===== config.mk =====
export PLATFORM = sky130hd
export DESIGN_NAME = traceback_window
export DESIGN_NICKNAME = d
export VERILOG_FILES = /design/src/rtl/traceback_window.sv
export SDC_FILE = /design/constraint.sdc
export NUM_CORES = 1
export LEC_CHECK = 0
export BUFFER_PORTS_ARGS = -buffer_cell sky130_fd_sc_hd__buf_4
export CAP_MARGIN = 40
export CORE_MARGIN = 3
export CORE_UTILIZATION = 50
export DETAILED_ROUTE_END_ITERATION = 12
export PLACE_DENSITY = 0.85
export SYNTH_ARGS = -nofsm -noshare
export SYNTH_HDL_FRONTEND = slang
export SYNTH_SLANG_ARGS = --single-unit

===== constraint.sdc =====
create_clock -name clk -period 2.16 [get_ports clk]
set_input_delay 0.108 -clock clk [delete_from_list [all_inputs] [get_ports clk]]
set_output_delay 0.108 -clock clk [all_outputs]
set_load 0.05 [all_outputs]

===== src/rtl/traceback_window.sv =====
// Viterbi traceback engine: walks the survivor memory back D steps from a given end state and
// emits the oldest L decoded bits of the window, oldest-first, over a valid/ready handshake.
module traceback_window #(
    parameter int unsigned M = 6,
    parameter int unsigned D = 40,
    parameter int unsigned L = 8,
    localparam int unsigned AW = $clog2(D)
) (
    input  logic          clk,
    input  logic          rst,
    input  logic          start,
    input  logic [AW-1:0] start_time,
    input  logic [M-1:0]  start_state,
    input  logic          use_state0,
    output logic          busy,
    output logic [AW-1:0] rd_time,
    output logic [M-1:0]  rd_state,
    input  logic          rd_surv,
    output logic          out_valid,
    input  logic          out_ready,
    output logic          out_bit,
    output logic          out_last
);

    localparam int unsigned CW = $clog2(L + 1);
    localparam logic [AW-1:0] PushFrom = AW'(D - L);
    localparam logic [AW-1:0] LastStep = AW'(D - 1);
    localparam logic [CW-1:0] OneCnt   = CW'(1);

    if (L < 1 || L > D || D < 2) begin : gen_param_check
        $error("traceback_window: requires 1 <= L <= D and D >= 2");
    end

    typedef enum logic [1:0] {StIdle, StAddr, StData, StDrain} state_e;

    state_e          state_q, state_d;
    logic [AW-1:0]   rd_time_q, rd_time_d;
    logic [M-1:0]    rd_state_q, rd_state_d;
    logic [AW-1:0]   step_q, step_d;
    logic [L-1:0]    lifo_q, lifo_d;
    logic [CW-1:0]   cnt_q, cnt_d;
    logic [M-1:0]    prev_state;

    always_ff @(posedge clk) begin
        if (rst) begin
            state_q    <= StIdle;
            rd_time_q  <= '0;
            rd_state_q <= '0;
            step_q     <= '0;
            lifo_q     <= '0;
            cnt_q      <= '0;
        end else begin
            state_q    <= state_d;
            rd_time_q  <= rd_time_d;
            rd_state_q <= rd_state_d;
            step_q     <= step_d;
            lifo_q     <= lifo_d;
            cnt_q      <= cnt_d;
        end
    end

    // Predecessor state: shift right, survivor bit enters at the MSB.
    always_comb begin
        prev_state        = rd_state_q >> 1;
        prev_state[M-1]   = rd_surv;
    end

    always_comb begin
        state_d    = state_q;
        rd_time_d  = rd_time_q;
        rd_state_d = rd_state_q;
        step_d     = step_q;
        lifo_d     = lifo_q;
        cnt_d      = cnt_q;
        unique case (state_q)
            StIdle: begin
                if (start) begin
                    rd_time_d  = start_time;
                    rd_state_d = use_state0 ? '0 : start_state;
                    step_d     = '0;
                    lifo_d     = '0;
                    cnt_d      = '0;
                    state_d    = StAddr;
                end
            end
            StAddr: state_d = StData;
            StData: begin
                // Newest push lands in bit 0, so bit 0 is always the LIFO top.
                if (step_q >= PushFrom) begin
                    lifo_d = (lifo_q << 1) | L'(rd_state_q[0]);
                    cnt_d  = cnt_q + OneCnt;
                end
                rd_state_d = prev_state;
                rd_time_d  = (rd_time_q == '0) ? LastStep : rd_time_q - AW'(1);
                step_d     = step_q + AW'(1);
                state_d    = (step_q == LastStep) ? StDrain : StAddr;
            end
            StDrain: begin
                if (out_ready) begin
                    lifo_d = lifo_q >> 1;
                    cnt_d  = cnt_q - OneCnt;
                    if (cnt_q == OneCnt) state_d = StIdle;
                end
            end
            default: state_d = StIdle;
        endcase
    end

    always_comb begin
        busy      = (state_q != StIdle);
        out_valid = (state_q == StDrain);
        out_bit   = out_valid & lifo_q[0];
        out_last  = out_valid & (cnt_q == OneCnt);
        rd_time   = rd_time_q;
        rd_state  = rd_state_q;
    end

endmodule


== After elaboration in Yosys (flattened, before gate mapping) ==
Index checks and enable logic that the tools add are counted.
Widths: inputs -> output; s select.
Word-level totals
  register bits after elaboration: 32
  bits in latches: 0
  bits in writable memories: 0
  memory bits (read-only): 0
  input bits: 18
  logic and storage cells: 52
  memories: 0
Operators by class
  add/sub/neg operators: 4
  multiply operators: 0
  div/mod/pow operators: 0
  order comparisons: 1
  equal/unequal tests: 9
  shifts and indexed selects: 0
  muxes and demuxes: 21
  bitwise gates (word level): 3
  reduce and logical (&&, ||, !) cells: 8
Operators by type and width (count)
  $pmux 6 s2: 3
  $mux 6: 5
  $mux 8: 3
  $pmux 8 s3: 1
  $mux 4: 3
  $pmux 4 s3: 1
  $mux 2: 4
  $or 8x1->8: 1
  $pmux 2 s4: 1
  $add 6x1->6 const B: 1
  $eq 6x6->1 const B: 1
  $ge 6x6->1 const B: 1
  $logic_not 6->1: 1
  $sub 6x1->6 const B: 1
  $add 4x1->4 const B: 1
  $eq 2x2->1 const B: 2
  $eq 4x1->1 const B: 1
  $ne 2x1->1 const B: 2
  $ne 2x2->1 const B: 2
  $reduce_and 4->1: 1
  $reduce_bool 2->1: 2
  $sub 4x1->4 const B: 1
  $reduce_and 3->1: 1
  $reduce_bool 3->1: 1
  4 further kinds: 5

== Logic depth before layout (Yosys ltp) ==
  depth after elaboration: 4
  depth in mapped cells: 8
  gate-level depth less buffers: 6

== Least setup slack after synthesis ==
No wires, ideal clock.
  kind: flip-flop to output port
  from: register state_q[1]
  to: output out_last
  data arrival time: 2.888 ns
  data required time: 2.052 ns
  slack: -0.836 ns
  cell stages (with the launch flop): 5
  path buffers: 2
  cells stage by stage: dfxtp_1 > ha_1 > buf_4 > buf_2 > nor4bb_1
On the way
  cells in the longest elaborated chain, start to end: 2
Ends and longest elaborated chain
  start: declaration: RTL line 36  | state_e state_q, state_d;
  start signal: assignment: RTL line 46  | state_q <= StIdle;
  start signal: assignment: RTL line 53  | state_q <= state_d;
  $eq 2x2->1: RTL line 111  | out_valid = (state_q == StDrain);
  net out_valid: RTL line 19  | output logic out_valid,
  $and 1x1->1: RTL line 113  | out_last = out_valid & (cnt_q == OneCnt);
  end: declaration: RTL line 22  | output logic out_last
The timed path passes the listed nets, and every way through them passes these cells.

== Final worst setup path ==
  from: register state_q[0]
  to: register cnt_q[2]
On the way
  cells in the longest elaborated chain, start to end: 3
  elaborated cells between the ends (all ways): 9
  those cells by class: 5 x eq/ne; 1 x mux; 3 x reduce/logical
Ends and longest elaborated chain
  $eq 2x2->1 / $logic_not 2->1 (equally long branches): RTL line 75  | unique case (state_q)
  $ne 2x2->1 (no line), or another cell as far along
  $reduce_and 4->1 (no line)
  end signal: assignment: RTL line 58  | cnt_q <= cnt_d;
  end: declaration: RTL line 41  | logic [CW-1:0] cnt_q, cnt_d;
Parallel ways exist; a longest one is shown, timed or not.
A chain may end at the register's enable or synchronous reset.

==> out/metrics.yaml <==
worst_setup_path:
  criticalPathCategory: "reg -> reg"
  cp-start-kind: "register"
  crit_fanout: 21
  end_kind: "register"
  cp.arrival_ps: 2130
  reg2reg_to: "cnt_q[2]"
  worstRegToRegCells: 7
  required_ps: 2360
  regToRegStartpoint: "state_q[0]"
  cpMaxStageDelayCell: "dfxtp_1"
  path_cells: "inv_1 -> ha_1 -> or2_4 -> a221oi_4 -> buf_12 -> a21oi_1 -> a311oi_1"
  critical-path-max-stage-delay_ps: 370
  r2r_slack_ps: 230
cells_and_area:
  fin_util: 0.6590
  num_antenna_cells: 0
  nNetsFinal: 267
  fill_cells: 283
  area_delta_synth_final_pct: 23.33
  multi_input_area_mm2: 0.001085
  seqCellArea_um2: 640.6
  drive_above_1_share: 0.2720
floorplan:
  die-height_um: 66.65
  rows: 21
  design.die.area_mm2: 0.004442
  die_w_um: 66.65
  fp.coreArea_mm2: 0.003442
  io_pins: 34
  start_util: 0.5344
route:
  drtPass1Iterations: 4
  drt_iter0_markers: 110
  ant_nets: 0
  wirelength_mm: 3.892
  drc: 0
  via_count: 1600
  drt-wirelength-per-cell_um: 13.66
  viasPerCell: 5.614
global_route:
  grt_pass1_wl_mm: 6.596
  antenna_found_initial: 0
  grt_max_degree: 38
  grt_overflow_total: 0
  grt_pass1_vias: 1461
  grt_use_total: 0.1925
clocking:
  cts_tree: "yes"
  cts-htree-levels: 2
  hold_buffers: 0
  numCtsBuffers: 5
  post_cts_resize_count: 0
  cts-root-buf: "clkbuf_8"
  clkTransAtPathRegs_ps: 70
  postCtsSetupBuffers: 0
  clock-sinks: 32
  clk-insertion-delay-late_ps: 280
  cts_buffer_depth: 2
yosys:
  syn-instance-count: 206
  postSynth.asyncResetShare: 0
  syn-num-nets: 235
  syn_area_mm2: 0.001839
  ys_ff_latch: 32
  yosys_warnings: 0
  synth_cell_type_count: 50
  synth_flop_cell: "dfxtp_1"
  avgSynthCellArea_um2: 8.928
  synth_edf_count: 0
  seq_area_frac_synth: 0.3483
sta:
  timing.final.hold_violations: 0
  period_needed_ps: 1930
  finalSetupTns_ps: 0
  tightestPinTransition_ps: 403.0
  rsz0062_at_grt: "false"
  fmaxAchievable_mhz: 518.1
  skew_ps: 7.024
  final_max_slew_viol_count: 0
  max_slew_margin: 0.7308
  post-route-period-util: 0.8936
  final-setup-viol-count: 0
placed_design:
  port_buffers: 33
  place_congestion: 0.7688
  dp.final_hpwl_mm: 2.799
power:
  ir_worst_vdd_v: 0.0008315
  pwr-share-seq: 0.283
  pwr_density_cell_mw_per_mm2: 1423
  p_leak_nw: 0.8862
  swShare: 0.4382
  power.share.combinational: 0.523
  clkPwrFrac: 0.193
  internal-power_mw: 1.814
  netSwitchingPower_mw: 1.415
run_status:
  status: "completed"
worst_hold_path:
  min_from: "start_time[4]"
  holdPathStages: 3
  hold_path_end: "rd_time[4]"
  hp-class: "in -> reg"
flow_run:
  drv_cap: 0
registers in the layout, indices dropped and copies added (netlist names):
signal and flops:
lifo_q 8, state_q 2, cnt_q 4, rd_time 6, step_q 6, rd_state 6
cells in the final DEF, fill, tap and decap left out, drive strengths merged, types with 2 or more instances in the layout:
cell type,count
ha,11
nand4,2
mux2i,2
nor3,9
a21boi,3
a21oi,16
xor2,6
nand2,10
a22oi,9
a311oi,2
a32oi,2
a211oi,12
nor2,26
clkbuf,7
nor3b,2
or2,2
buf,38
a221oi,6
inv,13
o21ai,3
nand3,6
and3,2
dfxtp,32
synth_stat cells (5+ instances only):
cell | count | area (um2)
nor2_1 | 25 | 93.84
nand3_1 | 6 | 30.03
a221oi_1 | 5 | 43.79
inv_1 | 13 | 48.80
xor2_1 | 6 | 52.55
a22oi_1 | 9 | 67.56
dfxtp_1 | 32 | 640.6
ha_1 | 11 | 137.6
a211oi_2 | 8 | 100.1
nand2_1 | 9 | 33.78
a21oi_1 | 15 | 75.07
nor3_1 | 9 | 45.04
worst max-delay path: cells and delay by family (launching register included):
family	cells	cell delay [ps]
buffers and inverters	2	310
adder cells (fa/ha/maj)	1	290
AND/OR/NAND/NOR	1	270
AO/OA/AOI/OAI	3	600
flip-flops	1	370
worst max-delay path by stage:
stage,from,to,slack [ps],cells after the start
after CTS,state_q[0],cnt_q[2],220,7
after global routing,state_q[1],cnt_q[2],120,7
after global placement,state_q[0],cnt_q[2],310,7
after detailed placement,state_q[0],cnt_q[2],230,7
after floorplan,state_q[1],out_last,30,4
final,state_q[0],cnt_q[2],230,7
kinds of logic after synthesis:
family,count (synthesis),share of synthesized area
AOI/OAI and AO/OA,60,0.2714
xor gates and xnor gates,6,0.02857
adders and majority gates,11,0.07483
buffers and inverters,26,0.07007
DFF,32,0.3483
muxes,3,0.01701
and+or+nand+nor,68,0.1898
power by group through the flow:
stage                     Clock [mW]  Combinational (mW)  Sequential (mW)
after CTS                      0.633                1.70            0.915
after global placement             0                1.64            0.918
after floorplan                    0                1.10             1.13
after detailed placement           0                1.69            0.925
final                          0.624                1.69            0.915
after global routing           0.654                1.84            0.944
stage by stage:
| step | std cells | setup WS [ps] | area [um2] | total power, mW | hold slack [ps] |
|---|---|---|---|---|---|
| 2_1_floorplan | 206 | 29.80 | 1854 | 2.228 | 309.8 |
| 3_3_place_gp | 277 | 307.9 | 2142 | 2.563 | 398.8 |
| 3_5_place_dp | 277 | 227.5 | 2142 | 2.618 | 414.9 |
| 4_1_cts | 285 | 222.6 | 2268 | 3.250 | 114.8 |
| 5_1_grt | 285 | 117.4 | 2268 | 3.439 | 129.8 |
| 6_report | 285 | 229.9 | 2268 | 3.228 | 119.6 |
routing by layer:
layer	global-route usage	vias up	routed length, um
met5	0	-	0
met1	0.2446	744	1785
met3	0.04216	7	172
li1	-	813	-
met2	0.3131	36	1872
met4	0.07868	0	63
layout make-up:
cell class / count / area share
tap: 46 / 0.02537
clock inverter: 1 / 0.01324
timing repair buffer: 38 / 0.1368
sequential: 32 / 0.2824
inverter: 13 / 0.02151
multi-input combinational: 148 / 0.4782
clock buffer: 7 / 0.04247
Note: power is estimated with default switching activity, not from simulation.
